<file path="src/rtl/lcd_bus_scheduler_if.sv">
// ---------------------------------------------------------------------------
// lcd_bus_scheduler_if
//   Bundles the two client request channels, the scheduler status flags and
//   the HD44780-class LCD write pins into one interface.
//
//   Client channel N (N = 0, 1):
//     reqN       client has a byte pending
//     rsN        register select for the byte (0 = command, 1 = data)
//     datN[7:0]  byte to write
//     ackN       one-cycle pulse, byte accepted
//   Status:
//     busy       high unless idle with init complete
//     init_done  sticky, set once the power-on init sequence has finished
//   LCD pins:
//     rs, rw, ena, dat[7:0]
//
//   Modports:
//     master  client / pin side (drives requests, observes everything else)
//     slave   scheduler side
// ---------------------------------------------------------------------------
interface lcd_bus_scheduler_if;
   logic       req0;
   logic       rs0;
   logic [7:0] dat0;
   logic       ack0;

   logic       req1;
   logic       rs1;
   logic [7:0] dat1;
   logic       ack1;

   logic       busy;
   logic       init_done;

   logic       rs;
   logic       rw;
   logic       ena;
   logic [7:0] dat;

   modport master (
      output req0, rs0, dat0,
      output req1, rs1, dat1,
      input  ack0, ack1,
      input  busy, init_done,
      input  rs, rw, ena, dat
   );

   modport slave (
      input  req0, rs0, dat0,
      input  req1, rs1, dat1,
      output ack0, ack1,
      output busy, init_done,
      output rs, rw, ena, dat
   );
endinterface

</file>
<file path="src/rtl/lcd_bus_scheduler.sv">
// ---------------------------------------------------------------------------
// lcd_bus_scheduler
//   Shares one 8-bit HD44780-class LCD write port between two clients.
//   After reset it waits T_PWR cycles, writes the init bytes 0x38, 0x06,
//   0x0C, 0x01 (rs=0), then serves client bytes with round-robin
//   arbitration. Every byte is framed as setup / enable pulse / hold /
//   execution wait; clear and home commands get the long execution wait.
//
// Ports:
//   clk   system clock
//   rst   synchronous, active-high reset
//   bus   lcd_bus_scheduler_if.slave (client channels, status, LCD pins)
//
// Parameters (cycle counts, 0 is treated as 1):
//   T_PWR    power-up wait before the first init byte
//   T_SETUP  rs/dat stable with ena=0 before ena rises
//   T_EN     ena high time
//   T_HOLD   rs/dat held after ena falls
//   T_CMD    execution wait for normal commands and data writes
//   T_CLR    execution wait for clear/home commands
//
// State table:
//   state  | meaning
//   -------+---------------------------------------------------------------
//   PWR    | power-up wait, ena=0
//   LOAD   | latch next init byte into rs/dat (1 cycle)
//   IDLE   | init complete, arbitrate between clients
//   SETUP  | rs/dat on the pins, ena=0
//   EN     | ena=1
//   HOLD   | ena=0, rs/dat still held
//   WAIT   | controller execution time for the latched byte
// ---------------------------------------------------------------------------
module lcd_bus_scheduler #(
   parameter int unsigned T_PWR   = 2000000,
   parameter int unsigned T_SETUP = 4,
   parameter int unsigned T_EN    = 25,
   parameter int unsigned T_HOLD  = 4,
   parameter int unsigned T_CMD   = 2500,
   parameter int unsigned T_CLR   = 100000
) (
   input  logic                 clk,
   input  logic                 rst,
   lcd_bus_scheduler_if.slave   bus
);

   localparam int unsigned P_PWR   = (T_PWR   == 0) ? 1 : T_PWR;
   localparam int unsigned P_SETUP = (T_SETUP == 0) ? 1 : T_SETUP;
   localparam int unsigned P_EN    = (T_EN    == 0) ? 1 : T_EN;
   localparam int unsigned P_HOLD  = (T_HOLD  == 0) ? 1 : T_HOLD;
   localparam int unsigned P_CMD   = (T_CMD   == 0) ? 1 : T_CMD;
   localparam int unsigned P_CLR   = (T_CLR   == 0) ? 1 : T_CLR;

   localparam int unsigned M_A   = (P_PWR   > P_CLR)  ? P_PWR   : P_CLR;
   localparam int unsigned M_B   = (P_CMD   > P_EN)   ? P_CMD   : P_EN;
   localparam int unsigned M_C   = (P_SETUP > P_HOLD) ? P_SETUP : P_HOLD;
   localparam int unsigned M_AB  = (M_A > M_B)        ? M_A     : M_B;
   localparam int unsigned T_MAX = (M_AB > M_C)       ? M_AB    : M_C;

   // The counter only ever holds (count - 1), so T_MAX - 1 must fit.
   localparam int CW = (T_MAX > 1) ? $clog2(T_MAX) : 1;

   localparam logic [CW-1:0] LD_PWR   = CW'(P_PWR   - 1);
   localparam logic [CW-1:0] LD_SETUP = CW'(P_SETUP - 1);
   localparam logic [CW-1:0] LD_EN    = CW'(P_EN    - 1);
   localparam logic [CW-1:0] LD_HOLD  = CW'(P_HOLD  - 1);
   localparam logic [CW-1:0] LD_CMD   = CW'(P_CMD   - 1);
   localparam logic [CW-1:0] LD_CLR   = CW'(P_CLR   - 1);

   localparam logic [2:0] INIT_LEN = 3'd4;

   typedef enum logic [2:0] {
      S_PWR,
      S_LOAD,
      S_IDLE,
      S_SETUP,
      S_EN,
      S_HOLD,
      S_WAIT
   } state_t;

   state_t        state;
   logic [CW-1:0] cnt;
   logic [2:0]    init_idx;
   logic          last_grant;
   logic          init_done_r;
   logic          rs_r;
   logic          ena_r;
   logic [7:0]    dat_r;

   logic          in_idle;
   logic          any_req;
   logic          grant_sel;
   logic          is_clr;

   function automatic logic [7:0] init_byte(input logic [2:0] idx);
      logic [7:0] b;
      case (idx)
         3'd0:    b = 8'h38;
         3'd1:    b = 8'h06;
         3'd2:    b = 8'h0C;
         default: b = 8'h01;
      endcase
      return b;
   endfunction

   // Arbitration is a pure decode of the request lines so the grant, the
   // ack pulse and the latch all happen in the single IDLE cycle.
   // grant_sel: 0 = client 0, 1 = client 1; on a tie, the client that did
   // not win last time.
   always_comb begin
      in_idle   = (state == S_IDLE) && init_done_r;
      any_req   = bus.req0 | bus.req1;
      grant_sel = (bus.req0 && bus.req1) ? ~last_grant : bus.req1;
      is_clr    = !rs_r && ((dat_r == 8'h01) || (dat_r == 8'h02) || (dat_r == 8'h03));
   end

   // ack is gated by rst because a reset cycle never completes a grant.
   assign bus.ack0      = in_idle && !rst && any_req && !grant_sel;
   assign bus.ack1      = in_idle && !rst && any_req &&  grant_sel;
   assign bus.busy      = !in_idle;
   assign bus.init_done = init_done_r;
   assign bus.rs        = rs_r;
   assign bus.rw        = 1'b0;
   assign bus.ena       = ena_r;
   assign bus.dat       = dat_r;

   always_ff @(posedge clk) begin
      if (rst) begin
         state       <= S_PWR;
         cnt         <= LD_PWR;
         init_idx    <= 3'd0;
         last_grant  <= 1'b1;
         init_done_r <= 1'b0;
         rs_r        <= 1'b0;
         dat_r       <= 8'h00;
         ena_r       <= 1'b0;
      end else begin
         case (state)
            S_PWR: begin
               if (cnt == '0) begin
                  state <= S_LOAD;
               end else begin
                  cnt <= cnt - 1'b1;
               end
            end

            S_LOAD: begin
               rs_r     <= 1'b0;
               dat_r    <= init_byte(init_idx);
               init_idx <= init_idx + 3'd1;
               cnt      <= LD_SETUP;
               state    <= S_SETUP;
            end

            S_IDLE: begin
               if (any_req && init_done_r) begin
                  rs_r       <= grant_sel ? bus.rs1  : bus.rs0;
                  dat_r      <= grant_sel ? bus.dat1 : bus.dat0;
                  last_grant <= grant_sel;
                  cnt        <= LD_SETUP;
                  state      <= S_SETUP;
               end
            end

            S_SETUP: begin
               if (cnt == '0) begin
                  ena_r <= 1'b1;
                  cnt   <= LD_EN;
                  state <= S_EN;
               end else begin
                  cnt <= cnt - 1'b1;
               end
            end

            S_EN: begin
               if (cnt == '0) begin
                  ena_r <= 1'b0;
                  cnt   <= LD_HOLD;
                  state <= S_HOLD;
               end else begin
                  cnt <= cnt - 1'b1;
               end
            end

            S_HOLD: begin
               if (cnt == '0) begin
                  cnt   <= is_clr ? LD_CLR : LD_CMD;
                  state <= S_WAIT;
               end else begin
                  cnt <= cnt - 1'b1;
               end
            end

            S_WAIT: begin
               if (cnt == '0) begin
                  if (init_idx < INIT_LEN) begin
                     state <= S_LOAD;
                  end else begin
                     init_done_r <= 1'b1;
                     state       <= S_IDLE;
                  end
               end else begin
                  cnt <= cnt - 1'b1;
               end
            end

            default: begin
               ena_r <= 1'b0;
               cnt   <= LD_PWR;
               state <= S_PWR;
            end
         endcase
      end
   end

endmodule

</file>
<file path="src/flat_wrapper.sv">
// flat-port wrapper written by rule: the top's interface ports become plain ports
module lcd_bus_scheduler_flat 
#(
   parameter int unsigned T_PWR   = 2000000,
   parameter int unsigned T_SETUP = 4,
   parameter int unsigned T_EN    = 25,
   parameter int unsigned T_HOLD  = 4,
   parameter int unsigned T_CMD   = 2500,
   parameter int unsigned T_CLR   = 100000
)
  (clk, rst, bus_req0, bus_rs0, bus_dat0, bus_req1, bus_rs1, bus_dat1, bus_ack0, bus_ack1, bus_busy, bus_init_done, bus_rs, bus_rw, bus_ena, bus_dat);
  lcd_bus_scheduler_if bus_i ();
  input  logic clk;
  input  logic rst;
  input wire logic [$bits(bus_i.req0)-1:0] bus_req0;
  input wire logic [$bits(bus_i.rs0)-1:0] bus_rs0;
  input wire logic [$bits(bus_i.dat0)-1:0] bus_dat0;
  input wire logic [$bits(bus_i.req1)-1:0] bus_req1;
  input wire logic [$bits(bus_i.rs1)-1:0] bus_rs1;
  input wire logic [$bits(bus_i.dat1)-1:0] bus_dat1;
  output wire logic [$bits(bus_i.ack0)-1:0] bus_ack0;
  output wire logic [$bits(bus_i.ack1)-1:0] bus_ack1;
  output wire logic [$bits(bus_i.busy)-1:0] bus_busy;
  output wire logic [$bits(bus_i.init_done)-1:0] bus_init_done;
  output wire logic [$bits(bus_i.rs)-1:0] bus_rs;
  output wire logic [$bits(bus_i.rw)-1:0] bus_rw;
  output wire logic [$bits(bus_i.ena)-1:0] bus_ena;
  output wire logic [$bits(bus_i.dat)-1:0] bus_dat;
  assign bus_i.req0 = bus_req0;
  assign bus_i.rs0 = bus_rs0;
  assign bus_i.dat0 = bus_dat0;
  assign bus_i.req1 = bus_req1;
  assign bus_i.rs1 = bus_rs1;
  assign bus_i.dat1 = bus_dat1;
  assign bus_ack0 = bus_i.ack0;
  assign bus_ack1 = bus_i.ack1;
  assign bus_busy = bus_i.busy;
  assign bus_init_done = bus_i.init_done;
  assign bus_rs = bus_i.rs;
  assign bus_rw = bus_i.rw;
  assign bus_ena = bus_i.ena;
  assign bus_dat = bus_i.dat;
  lcd_bus_scheduler #(.T_PWR(T_PWR), .T_SETUP(T_SETUP), .T_EN(T_EN), .T_HOLD(T_HOLD), .T_CMD(T_CMD), .T_CLR(T_CLR)) u_core (.clk(clk), .rst(rst), .bus(bus_i));
endmodule
</file>
<file path="config.mk">
export PLATFORM = sky130hd
export DESIGN_NAME = lcd_bus_scheduler_flat
export DESIGN_NICKNAME = d
export VERILOG_FILES = /design/src/rtl/lcd_bus_scheduler_if.sv /design/src/rtl/lcd_bus_scheduler.sv /design/src/flat_wrapper.sv
export SDC_FILE = /design/constraint.sdc
export NUM_CORES = 1
export LEC_CHECK = 0
export CAP_MARGIN = 20
export CELL_PAD_IN_SITES_DETAIL_PLACEMENT = 1
export CELL_PAD_IN_SITES_GLOBAL_PLACEMENT = 2
export CORE_MARGIN = 3
export CORE_UTILIZATION = 33
export CTS_BUF_LIST = sky130_fd_sc_hd__clkbuf_4
export DETAILED_ROUTE_END_ITERATION = 16
export PLACE_DENSITY_LB_ADDON = 0.1
export SKIP_CTS_REPAIR_TIMING = 1
export SLEW_MARGIN = 20
export SYNTH_ARGS = -nofsm -noshare
export SYNTH_HDL_FRONTEND = slang
export SYNTH_SLANG_ARGS = --single-unit
export TNS_END_PERCENT = 10
</file>
<file path="constraint.sdc">
create_clock -name clk -period 2.7 [get_ports clk]
set_input_delay 0.405 -clock clk [delete_from_list [all_inputs] [get_ports clk]]
set_output_delay 0.405 -clock clk [all_outputs]
set_load 0.01 [all_outputs]
</file>
### After elaboration in Yosys (flattened, before gate mapping)

Cells that the tools add are included.
Widths: inputs -> output; s select.

* register bits: 39
* latch bits: 0
* memory bits (writable): 0
* bits in read-only memories: 0
* input bits: 22
* output and inout port bits: 15
* word-level logic and storage cells: 85
* memories: 0

* add/subtract/negate cells: 2
* multiply operators: 0
* divide/modulo/power cells: 0
* $lt $le $gt $ge: 1
* equality and inequality tests: 18
* shift operators: 0
* muxes and demuxes: 26
* bitwise operators: 4
* reduce and logical (&&, ||, !) cells: 26

Operator list (number)
* $pmux 21 s6: 1
* $mux 21: 5
* $logic_not 21->1: 1
* $pmux 3 s7: 1
* $sub 21x1->21 const B: 1
* $mux 3: 6
* $pmux 6 s3: 1
* $mux 17: 1
* $eq 8x2->1 const B: 2
* $mux 8: 2
* $pmux 8 s2: 1
* $ne 2x1->1 const B: 5
* $eq 3x2->1 const B: 3
* $eq 3x3->1 const B: 3
* $eq 8x1->1 const B: 1
* $logic_and 1x1->1: 8
* $eq 3x1->1 const B: 2
* $logic_not 3->1: 2
* $reduce_and 2->1: 3
* $reduce_and 3->1: 2
* $reduce_and 6->1: 1
* $mux 1: 5
* $reduce_or 5->1: 1
* $logic_not 1->1: 4
* other kinds (11): 15

### Longest topological paths before layout

Gate-level depths: netlist of run 1.

* depth after elaboration: 7
* depth in mapped cells: 9
* mapped depth without buffers: 8

### Worst setup path before layout of run 1

No wires, ideal clock.

* kind: register -> register
* from: register u_core.cnt[6]
* to: register u_core.cnt[17]
* library setup time: 0.120 ns
* arrival: 1.948 ns
* required time: 2.580 ns
* path slack: 0.632 ns
* cell stages (with the launch flop): 8
* buffers on the path: 1
* cells stage by stage: dfxtp_1 > buf_6 > nor4_4 > and4_4 > nand2_2 > a211oi_4 > o21ai_0 > a211o_1

* word-level cells in the longest chain between the ends: 3
* elaborated cells on any way between the ends: 9
* classes of those cells: add/sub: 1; eq/ne: 1; mux: 5; reduce/logical: 2

Ends and longest elaborated chain
* start: declaration: RTL line lcd_bus_scheduler.sv:82 `logic [CW-1:0] cnt;`
* start signal: assignment: RTL line lcd_bus_scheduler.sv:143 `cnt <= cnt - 1'b1;`
* start signal: assignment: RTL line lcd_bus_scheduler.sv:171 `cnt <= cnt - 1'b1;`
* start signal: assignment: RTL line lcd_bus_scheduler.sv:181 `cnt <= cnt - 1'b1;`
* $sub 21x1->21 / $logic_not 21->1 (equally long branches)
* $mux 21, or another cell as far along: RTL line lcd_bus_scheduler.sv:140, lcd_bus_scheduler.sv:195
* $pmux 21 s6 / $reduce_and 2->1 (equally long branches)

Parallel ways exist; a longest one is shown, timed or not. The select of a mux whose other input is x is not followed.
A chain may end at the register's enable or synchronous reset.

### Final worst setup path of run 1

* from: register u_core.state[1]
* to: output bus_ack1

* word-level cells in the longest chain between the ends: 5

Ends and longest elaborated chain
* start: declaration: RTL line lcd_bus_scheduler.sv:81 `state_t state;`
* start signal: assignment: RTL line lcd_bus_scheduler.sv:129 `state <= S_PWR;`
* start signal: assignment: RTL line lcd_bus_scheduler.sv:141 `state <= S_LOAD;`
* start signal: assignment: RTL line lcd_bus_scheduler.sv:152 `state <= S_SETUP;`
* $eq 3x2->1: RTL line lcd_bus_scheduler.sv:111 `in_idle = (state == S_IDLE) && init_done_r;`
* $logic_and 1x1->1: RTL line lcd_bus_scheduler.sv:111
* $logic_and 1x1->1 (3 in a row): RTL line lcd_bus_scheduler.sv:119 `assign bus.ack1 = in_idle && !rst && any_req && grant_sel;`
* end: declaration: RTL line flat_wrapper.sv:22 `output wire logic [$bits(bus_i.ack1)-1:0] bus_ack1;`

Every way passes these cells.

==> results of run 1 <==
-- power breakdown --
group | switching [mW] | internal, mW | leakage, nW
Sequential | 0.0735 | 0.632 | 0.317
Combinational | 0.246 | 0.213 | 0.786
Clock | 0.200 | 0.122 | 0.0361
Total | 0.519 | 0.967 | 1.14
-- through the flow --
stage          setup slack (ns)  area (um2)   util  hold WS (ns)  power (mW)
2_1_floorplan             0.632        2550      -         0.427       0.996
3_3_place_gp              0.262        3120  0.423         0.459        1.17
3_5_place_dp              0.243        3120  0.423         0.471        1.18
4_1_cts                   0.100        3170  0.431         0.502        1.51
5_1_grt                 0.00453        3180  0.431         0.511        1.60
6_report                  0.191        3180  0.431         0.495        1.49
-- synthesized netlist by cell type (all sizes together) (8+ instances only) --
cell type,number
a21oi,17
clkbuf,13
nor2,41
nor3,19
nand2,18
mux2i,9
nand3,8
nor4,8
a211oi,13
dfxtp,39
o21ai,26
-- cells in the final DEF (no fill, tap or decap), types with 7 or more instances in the layout --
master	count
a211oi_1	12
a21oi_1	15
buf_4	22
clkbuf_4	7
clkdlybuf4s50_1	35
dfxtp_1	39
mux2i_1	9
nand2_1	16
nand3_1	8
nor2_1	40
nor3_1	18
o21ai_0	23
-- worst register-to-register path, stage by stage (launching register included) --
cell	delay (ns)
dfxtp_1	0.37
inv_1	0.10
ha_1	0.14
nor3b_1	0.22
and2_0	0.42
nand2_2	0.16
a211oi_4	0.36
o21ai_0	0.15
a211o_1	0.30
-- area by class of cell --
| cell class | count | area (um2) |
|---|---|---|
| multi-input combinational | 254 | 1680 |
| sequential | 39 | 781 |
| clock buffer | 7 | 52.6 |
| clock inverter | 1 | 5.00 |
| timing repair buffer | 57 | 515 |
| inverter | 6 | 22.5 |
| tap | 99 | 124 |
| fill | 910 | 4190 |
-- routing by layer --
layer,global-route usage,vias to the layer above,part of all wire
li1,-,1271,-
met1,0.238,1230,0.44
met2,0.339,44,0.51
met3,0.0425,8,0.039
met4,0.0517,0,0.013
met5,0,-,0
-- worst paths after layout --
kind                    from             end  slack (ns)  cells past startpoint
max          u_core.state[1]        bus_ack1        0.19                      5
min           u_core.cnt[18]  u_core.cnt[18]        0.50                      1
max reg2reg    u_core.cnt[0]  u_core.cnt[17]        0.39                      8
min reg2reg   u_core.cnt[18]  u_core.cnt[18]        0.50                      1
-- registers in the layout, summed over array words and instances (netlist names) --
signal                count
u_core.bus.rs             1
u_core.bus.ena            1
u_core.bus.init_done      1
u_core.state              3
u_core.cnt               21
u_core.last_grant         1
u_core.init_idx           3
u_core.bus.dat            8
-- cells by family (layout without fill, tap and decap cells) --
group / count (synthesis) / in the layout
mux: 12 / 12
compound gates: 97 / 97
simple gates: 133 / 133
buf+inv: 23 / 71
other cells: 1 / 1
flops: 39 / 39
xor+xnor: 5 / 5
fa+ha+maj: 6 / 6
==> flow_summary.toml, run 1 <==
[clocking]
clock_path_buffers = 2
clk_latency_ns = 0.35
h-tree-depth = 2
cts_sinks = 39
ctsRootBufferMaster = "clkbuf_4"
clk_pin_slew_worst_paths_ns = 0.13
cts_buffers = 5
cts_tree = "built"

[grt]
grt_antenna_before_repair = 0
grt.overflow.total = 0
grt_pass1_wl_um = 13500
track_usage = 0.194
grt_start_max_net_pins = 30
grt_pass1_vias = 2674

[synth]
synth-simple-area-share = 0.295
synth.avg_cell_area_um2 = 8.08
synth_adder_area_share = 0.0294
yosys_warnings = 0
netlist_area_um2 = 2550
synth_mux_area_frac = 0.0485
synth_top_family_by_area = "simple AND/OR/NAND/NOR gates"
synth-main-ff-cell = "dfxtp_1"
ys_seq_area_frac = 0.306
yosysTopAreaCell = "dfxtp_1"
yosysTopAreaCellShare = 0.306
synth_xor_area_frac = 0.0171
syn_nets = 344
ys_types = 67
synth_compound_area_frac = 0.263
yosys-top-cells-area = "dfxtp_1 (31%), nor2_1 (5.9%), o21ai_0 (4.5%)"
async_flop_share = 0
synth_seq_cells = 39
post_synth_inst_count = 316
synth_edf_count = 0

[layout]
drive_gt1_frac = 0.143
syn2layout_area_growth_pct = 24.4
nets = 391
stdcell_count = 463
antenna_cells = 0

[sta]
rsz0062_at_grt = "false"
post-route-period-util = 0.929
worstMarginPinSlew_ns = 0.563
slew_viol_final = 0
setup_tns_ns = 0
relSlewSlack = 0.622
finalSetupViolations = 0
period_minus_slack_ns = 2.51
max_freq_mhz = 399
clock_skew_ns = 0.0180
final_hold_viol_count = 0

[placement]
dp.final_hpwl_um = 6250
portBuffers = 35
gp_congestion = 0.776
place_inst = 455

[die]
num_rows = 31
start_util = 0.347
fp.dieW_um = 94.0
die_h_um = 94.0
die_area_um2 = 8830
fp.coreArea_um2 = 7370
ioPinCount = 37

[worst_setup_path]
worstPathRequired_ns = 2.30
crit_buf_inv = 1
arrival_ns = 2.10
path_max_fanout = 5
cp_slowest_cell = "clkdlybuf4s50_1"
critPathKind = "flip-flop to output pin"
crit_chain = "nor3b_2, nand2_1, or3_4, nor2_1, clkdlybuf4s50_1"
end_kind = "output pin"
path_delay_family = "simple AND/OR/NAND/NOR gates"
crit_path_max_incr_delay_ns = 0.54
crit_path_start_kind = "flip-flop"

[routing]
drc = 0
drt-pass1-iter-count = 4
vias = 2553
drt-total-wl_um = 8080
detail-route-antenna-nets = 0
drtIter0Drc = 81
via_per_inst = 5.51
post_drt_wl_per_cell_um = 17.5

[pwr]
power_density_nw_per_um2 = 468
vdd_drop_max_v = 0.000195
p_leak_nw = 1.14

[outcome]
status = "completed"

[job]
maxCapViolations = 0

[worst_hold_path]
hp-class = "flip-flop to flip-flop"
(Power assumes the default switching activity.)
==> run 2, diff against run 1 <==
Settings changed: CORE_UTILIZATION 33 to 36.
Clock period 2.7 ns to 3.2 ns, I/O delays scaled along.
==> run 2 against run 1 <==
  * Clock-buffer cell count is 1 lower
  * Clock power is 19% lower
  * Via count is 0.27% lower
  * Critical path type unchanged
  * Power is 18% lower
  * Core utilization is 2.0 points higher
  * Highest routed layer unchanged
  * First-iteration DRC count is 9.9% lower
  * Sequential share of layout area is 0.75 points higher
  * Sequential power is 16% lower
  * Critical path depth stayed put
==> flow_summary.toml, run 2 (synthesis results as in run 1) <==
[outcome]
status = "completed"

[routing]
vias = 2546
detail-route-antenna-nets = 0
drt-total-wl_um = 7770
drc = 0
drtIter0Drc = 73
post_drt_wl_per_cell_um = 17.3
drt-pass1-iter-count = 4
via_per_inst = 5.66

[layout]
nets = 380
drive_gt1_frac = 0.108
nFillCells = 838
layout_common_cells = "nor2_1 (40), dfxtp_1 (39), clkdlybuf4s50_1 (35), o21ai_0 (23), nor3_1 (18)"
syn2layout_area_growth_pct = 20.8
layout_commonest_cell = "nor2_1"
largest_reg_flops = 21
regMostFlops = "u_core.cnt"

[die]
num_rows = 30
start_util = 0.374
fp.coreArea_um2 = 6830
die_h_um = 90.2
fp.dieW_um = 90.2
die_area_um2 = 8140
ioPinCount = 37

[worst_setup_path]
crit_path_max_incr_delay_ns = 0.55
arrival_ns = 2.44
crit_end = "bus_ack0"
r2r-end = "u_core.cnt[15]"
crit_chain = "nor3b_2, nand2_1, or3_1, nor2_1, clkdlybuf4s50_1"
critPathKind = "flip-flop to output pin"
r2r_setup_slack_ns = 0.66
path_max_fanout = 17
r2r-start = "u_core.cnt[0]"
cp_slowest_cell = "clkdlybuf4s50_1"
worstPathRequired_ns = 2.72
cp-startpoint = "u_core.state[2]"
crit_path_start_kind = "flip-flop"
reg2reg_depth = 8
end_kind = "output pin"

[sta]
finalSetupViolations = 0
clock_skew_ns = 0.0202
setup_tns_ns = 0
hold_slack_ns = 0.464
period_minus_slack_ns = 2.92
max_freq_mhz = 342
worstMarginPinSlew_ns = 0.637
slew_viol_final = 0
relSlewSlack = 0.575
rsz0062_at_grt = "false"
final_hold_viol_count = 0
post-route-period-util = 0.913

[pwr]
p_switching_mw = 0.431
p_seq_frac = 0.487
p_leak_nw = 1.07
pwr-share-comb = 0.300
pwr-share-clk = 0.214
power_density_nw_per_um2 = 396
p_int_mw = 0.790
vdd_drop_max_v = 0.000143
switching_share = 0.353

[grt]
grt.overflow.total = 0
grt_pass1_vias = 2559
grt_pass1_wl_um = 12800
track_usage = 0.192
grt_start_max_net_pins = 29
grt_antenna_before_repair = 1

[clocking]
clock_path_buffers = 2
cts_sinks = 39
ctsRootBufferMaster = "clkbuf_4"
cts_tree = "built"
clk_latency_ns = 0.36
cts_buffers = 5
h-tree-depth = 2
clk_pin_slew_worst_paths_ns = 0.11

[placement]
portBuffers = 35
dp.final_hpwl_um = 5860
gp_congestion = 0.817

[job]
maxCapViolations = 0

[worst_hold_path]
hp-class = "flip-flop to flip-flop"
==> run 2: cell count changes in the layout (fill, tap and decap cells not counted) <==
| cell | change |
|---|---|
| buf_4 | -11 |
| clkbuf_4 | -1 |
| clkinv_1 | +2 |
| clkinv_2 | -1 |
| diode_2 | +1 |
| or3_1 | +1 |
| or3_4 | -1 |
==> run 2: layout make-up <==
class                   count  area, um2  share of cell area
multi-input cells         254       1670               0.542
flip-flops and latches     39        781               0.253
repair buffers             46        433               0.140
well taps                  96        120              0.0389
clock buffers               6       45.0              0.0146
inverters                   6       22.5             0.00730
clock inverters             2       7.51             0.00243
diodes                      1       2.50            0.000811
==> run 2: stage by stage <==
| step | util | instance area, um2 | power [mW] | setup slack (ns) | instances |
|---|---|---|---|---|---|
| final | 0.451 | 3080 | 1.22 | 0.277 | 450 |
| after global routing | 0.451 | 3080 | 1.30 | 0.158 | 450 |
| after CTS | 0.451 | 3080 | 1.24 | 0.247 | 449 |
| after detailed placement | 0.443 | 3030 | 0.972 | 0.533 | 441 |
| after global placement | 0.443 | 3030 | 0.967 | 0.585 | 441 |
| after floorplan | - | 2550 | 0.841 | 1.13 | 316 |
==> run 2: worst min-delay path by stage <==
stage,slack [ns],startpoint,to,cells after the start
2_1_floorplan,0.43,u_core.cnt[18],u_core.cnt[18],1
3_3_place_gp,0.45,u_core.cnt[18],u_core.cnt[18],1
3_5_place_dp,0.44,u_core.cnt[18],u_core.cnt[18],1
4_1_cts,0.47,u_core.cnt[18],u_core.cnt[18],1
5_1_grt,0.51,u_core.cnt[18],u_core.cnt[18],1
6_report,0.46,u_core.cnt[18],u_core.cnt[18],1
==> run 2: routing by layer <==
layer	GRT usage	vias up	wire, um
met2	0.342	44	3800
met5	0	-	0
met4	0.0702	0	144
met3	0.0351	11	224
li1	-	1256	-
met1	0.230	1235	3610
==> run 2: worst max-delay path, delay by kind of cell (launching register included) <==
kind	cells	cell delay [ns]
simple gates	4	1.01
flops	1	0.53
buf+inv	1	0.55
==> run 2: power by group through the flow <==
stage	registers (mW)	clock network (mW)	logic, mW
after floorplan	0.587	0	0.254
after global placement	0.604	0	0.363
after detailed placement	0.605	0	0.367
after CTS	0.594	0.278	0.368
after global routing	0.602	0.287	0.407
final	0.594	0.261	0.366
==> edit 1 (config.mk and constraints of run 2) <==
Re-encode `state_t` (7 states) as Gray code, 3 bits wide.
--- a/src/rtl/lcd_bus_scheduler.sv
+++ b/src/rtl/lcd_bus_scheduler.sv
@@ -69,13 +69,13 @@
    localparam logic [2:0] INIT_LEN = 3'd4;
 
    typedef enum logic [2:0] {
-      S_PWR,
-      S_LOAD,
-      S_IDLE,
-      S_SETUP,
-      S_EN,
-      S_HOLD,
-      S_WAIT
+      S_PWR   = 3'b000,
+      S_LOAD  = 3'b001,
+      S_IDLE  = 3'b011,
+      S_SETUP = 3'b010,
+      S_EN    = 3'b110,
+      S_HOLD  = 3'b111,
+      S_WAIT  = 3'b101
    } state_t;
 
    state_t        state;
Check against the original RTL: same outputs for any inputs over 10 cycles, from zero or initial values and one cycle with rst high; not proved beyond that.
==> edit 1 against run 2 <==
  * Sequential cell count did not move
  * Design area rose by 5.4%
  * Register-to-register slack got worse by 0.09 ns
  * Setup slack got worse by 0.0036 ns
  * Synthesized cell count rose by 6.6%
  * Area after synthesis rose by 7.7%
  * Routed wire length rose by 20%
  * Count of clock-buffer cells in the layout fell by 1
  * Cell count rose by 3.3%
  * First-iteration DRC count rose by 130%
  * Critical path type unchanged
Power is not compared: it rests on default switching activity, and its combinational part moved more than twofold at a synthesized area within 25%.
==> edit 1: results <==
yosys:
  synthFlopType: "dfxtp_1"
  yosysSeqAreaShare_pct: 28.4
  avgSynthCellArea_sq_um: 8.16
  syn-num-nets: 365
  yosys-top-cells-area: "dfxtp_1 28%, nor2_1 4.5%, mux2i_1 3.6%"
  ys_types: 72
  netlist_top_cells_count: "39 x dfxtp_1, 33 x nor2_1, 20 x nor3_1"
  ys_warn_count: 0
  synth-edff-count: 0
global_route:
  grt_max_degree: 29
  grt_antenna_before_repair: 0
  grt_pass1_wl_mm: 14.9
  grt_usage_pct: 21.8
  grt_pass1_vias: 2714
route:
  routedWlPerCell_microns: 20.1
  initialDrtViolationCount: 169
  viasPerCell: 5.99
  dr.pass1.iters: 4
final_layout:
  layout-drive-gt1-share_pct: 11.7
  fill_cells: 878
  final_nets: 393
  clk_share_pct: 2.50
  multi_input_comb_cells: 260
  clock_buffers: 5
  area_share_nonclk_buffers_pct: 13.3
  insertedDiodeCount: 0
  multi_input_area_share_pct: 54.8
  inverters_excl_clock: 13
  layout.cells.non_filler: 465
  sh_seq_area_pct: 24.0
hold_path:
  hold_depth: 2
  hp-start: "u_core.cnt[18]"
  holdPathEnd: "u_core.cnt[18]"
clock_tree:
  clk_latency_ns: 0.39
  cts_root_buffer: "clkbuf_4"
  cts_made_buffers: 5
  clkTransAtPathRegs_ns: 0.14
setup_path:
  rr_endpoint: "u_core.cnt[17]"
  regToRegSetupSlack_ns: 0.57
  cpLargestDelayFamily: "flip-flops"
  worstPathArrival_ns: 2.45
  cp_slowest_stage_delay_ns: 0.75
  reg2regPathDepth: 5
  reg2reg_from: "u_core.cnt[16]"
  cpMaxStageDelayCell: "dfxtp_1"
  cp_max_fo: 17
timing:
  finClkSkew_ns: 0.0256
  worst_pin_slew_ns: 0.860
  timing.hold.ws_ns: 0.506
placed_design:
  dp.cells: 457
  place_congestion: 0.791
  hpwlAfterDp_mm: 7.01
pwr:
  leakage_uw: 0.00105
status:
  status: "finished, final reports clean"
## edit 1: changes by cell type in the layout (fill, tap and decap cells not counted), sizes merged, moves of 5 or more
cell    change
a211oi      -6
a21o        -6
a31oi       +6
a41oi       +5
inv         +6
nor2        -8
o32ai       +5
or2         +7
## edit 1: per-stage QoR
stage          instance area (sq um)  util, %  setup WS, ns
3_5_place_dp                    3170     43.2         0.459
5_1_grt                         3250     44.3         0.166
4_1_cts                         3250     44.3         0.278
6_report                        3250     44.3         0.274
3_3_place_gp                    3170     43.2         0.495
2_1_floorplan                   2750        -          1.12
## edit 1: worst max-delay path by stage
stage | end | slack (ns) | start | cells after the start
6_report | bus_ack1 | 0.27 | u_core.state[1] | 4
3_5_place_dp | u_core.cnt[5] | 0.46 | bus_req1 | 6
4_1_cts | bus_ack1 | 0.28 | u_core.state[1] | 4
2_1_floorplan | u_core.cnt[18] | 1.12 | u_core.cnt[0] | 8
3_3_place_gp | u_core.cnt[5] | 0.50 | bus_req1 | 6
5_1_grt | bus_ack0 | 0.17 | u_core.state[1] | 4
## edit 1: power by group
part	internal (uW)	total, uW	switching (uW)
clock	165	368	203
sequential	489	494	4.86
combinational	40.6	75.6	35.0
total	694	937	243
## edit 1: logic make-up after synthesis
logic type,synth area share [%]
AOI/OAI and AO/OA,29.1
xor gates and xnor gates,0.955
adders and majority gates,2.73
buffers and inverters,6.87
DFF,28.4
muxes,4.05
other,0.136
and+or+nand+nor,27.8
## edit 1: layer usage
metal  part of all wire [%]  vias up  global-route usage (%)  wire [microns]
li1                       -     1353                       -               -
met1                     46     1368                    27.6            4300
met2                     49       56                    38.2            4570
met3                    3.6        9                    3.70             336
met4                    1.5        0                    5.86             143
met5                      0        -                       0               0
==> edit 2 (config.mk and constraints of run 2) <==
Made on the original files. `T_SETUP` is set to 4 in 2 places; all go to 8.
--- a/src/rtl/lcd_bus_scheduler.sv
+++ b/src/rtl/lcd_bus_scheduler.sv
@@ -32,7 +32,7 @@
 // ---------------------------------------------------------------------------
 module lcd_bus_scheduler #(
    parameter int unsigned T_PWR   = 2000000,
-   parameter int unsigned T_SETUP = 4,
+   parameter int unsigned T_SETUP = 8,
    parameter int unsigned T_EN    = 25,
    parameter int unsigned T_HOLD  = 4,
    parameter int unsigned T_CMD   = 2500,
--- a/src/flat_wrapper.sv
+++ b/src/flat_wrapper.sv
@@ -2,7 +2,7 @@
 module lcd_bus_scheduler_flat 
 #(
    parameter int unsigned T_PWR   = 2000000,
-   parameter int unsigned T_SETUP = 4,
+   parameter int unsigned T_SETUP = 8,
    parameter int unsigned T_EN    = 25,
    parameter int unsigned T_HOLD  = 4,
    parameter int unsigned T_CMD   = 2500,
Function: no difference found for any inputs over 10 cycles, from zero or initial values and one cycle with rst high; that may be too few to reach the edited logic, so the function may still have changed.
==> edit 2 against run 2 <==
  * Sequential cell count is the same
  * Via count grew 2.6%
  * Setup slack gained 0.14 ns
  * Clock power grew 33%
  * Design area grew 3.0%
  * Non-clock buffer count grew 7
  * Cell count grew 2.4%
  * Utilization grew 1.1 points
  * Total power grew 9.6%
  * Routed wire length grew 7.8%
  * Clock skew shrank 0.0061 ns
  * Area after synthesis grew 0.54%
==> edit 2: results <==
placed_design:
  place_ws_ns: 0.625
  portBuffers: 35
  place_congestion: 0.918
  hpwlAfterDp_mm: 6.32
  dp.cells: 453
yosys:
  yosysSeqAreaShare_pct: 30.4
  yosys-top-cells-area: "dfxtp_1 30%, a21oi_1 6.2%, o21ai_0 4.9%"
  ys_warn_count: 0
  netlist_top_cells_count: "39 x dfxtp_1, 32 x a21oi_1, 29 x nor2_1"
  ys_types: 60
  avgSynthCellArea_sq_um: 8.02
  syn-num-nets: 348
setup_path:
  worstPathArrival_ns: 2.30
  cp_max_fo: 13
  cp_slowest_stage_delay_ns: 0.55
global_route:
  grt_pass1_wl_mm: 13.9
  grt_max_degree: 27
  grt_pass1_vias: 2690
  grt_usage_pct: 20.9
  grt_antenna_before_repair: 0
route:
  initialDrtViolationCount: 139
  dr.pass1.iters: 4
  routedWlPerCell_microns: 18.2
  viasPerCell: 5.66
final_layout:
  final_nets: 392
  insertedDiodeCount: 0
  largest_reg_flops: 21
  layout.cells.non_filler: 461
  layout-drive-gt1-share_pct: 12.9
clock_tree:
  cts_buffer_depth: 2
  clkTransAtPathRegs_ns: 0.14
  cts_made_buffers: 5
  clk_latency_ns: 0.37
  htree_num_levels: 2
status:
  status: "finished, final reports clean"
timing:
  slew_headroom_pct: 49.4
  finClkSkew_ns: 0.0141
pwr:
  power_frac_comb_pct: 29.1
  leakage_uw: 0.00117
  switching_share_pct: 34.9
  irDropWorstVdd_v: 0.000163
hold_path:
  hp-class: "register to register"
-- edit 2: layer usage --
metal  up-vias  GRT usage (%)  routed length [microns]  part of all wire [%]
met1      1269           24.4                     3670                    44
met4         0           4.85                       93                   1.1
met5         -              0                        0                     0
li1       1290              -                        -                     -
met3         9           3.92                      283                   3.4
met2        43           39.1                     4330                    52
-- edit 2: layout make-up --
type | instances | area [sq um]
well taps | 96 | 120
clock inverters | 3 | 38.8
repair buffers | 53 | 485
multi-input cells | 254 | 1670
clock buffers | 5 | 37.5
flip-flops and latches | 39 | 781
inverters | 11 | 41.3
fillers | 871 | 3690
-- edit 2: worst paths after layout --
check | slack (ns) | endpoint | start | cells past startpoint
hold / removal | 0.50 | u_core.bus.rs | u_core.bus.rs | 2
setup reg to reg | 0.61 | u_core.cnt[10] | u_core.cnt[2] | 5
hold reg to reg | 0.50 | u_core.bus.rs | u_core.bus.rs | 2
setup / recovery | 0.42 | bus_ack0 | u_core.state[0] | 5
-- edit 2: cell families (layout without fill, tap and decap cells) --
| family | Yosys count | count (layout) | synth area share (%) |
|---|---|---|---|
| flops | 39 | 39 | 30.4 |
| fa+ha+maj | 6 | 6 | 2.92 |
| other cells | 1 | 1 | 0.146 |
| buf+inv | 27 | 72 | 4.39 |
| simple gates | 118 | 118 | 26.1 |
| compound gates | 113 | 113 | 30.0 |
| mux | 9 | 9 | 3.61 |
| xor+xnor | 7 | 7 | 2.39 |
-- edit 2: stage by stage --
stage / power (uW) / area [sq um] / hold WS, ns
after floorplan: 852 / 2570 / 0.463
after global placement: 993 / 3100 / 0.486
after detailed placement: 1000 / 3100 / 0.487
after CTS: 1350 / 3180 / 0.507
after global routing: 1420 / 3180 / 0.537
final: 1340 / 3180 / 0.500
-- edit 2: critical path: cells and delay by family, from the launching register on --
family / cells / cell delay (ns)
compound gates: 1 / 0.15
buf+inv: 2 / 0.76
flops: 1 / 0.48
simple gates: 2 / 0.56
-- edit 2: power by group through the flow --
stage | Clock [uW] | Sequential (uW) | Combinational [uW]
3_5_place_dp | 0 | 612 | 391
2_1_floorplan | 0 | 597 | 255
6_report | 346 | 602 | 390
5_1_grt | 375 | 610 | 432
3_3_place_gp | 0 | 610 | 383
4_1_cts | 360 | 601 | 394
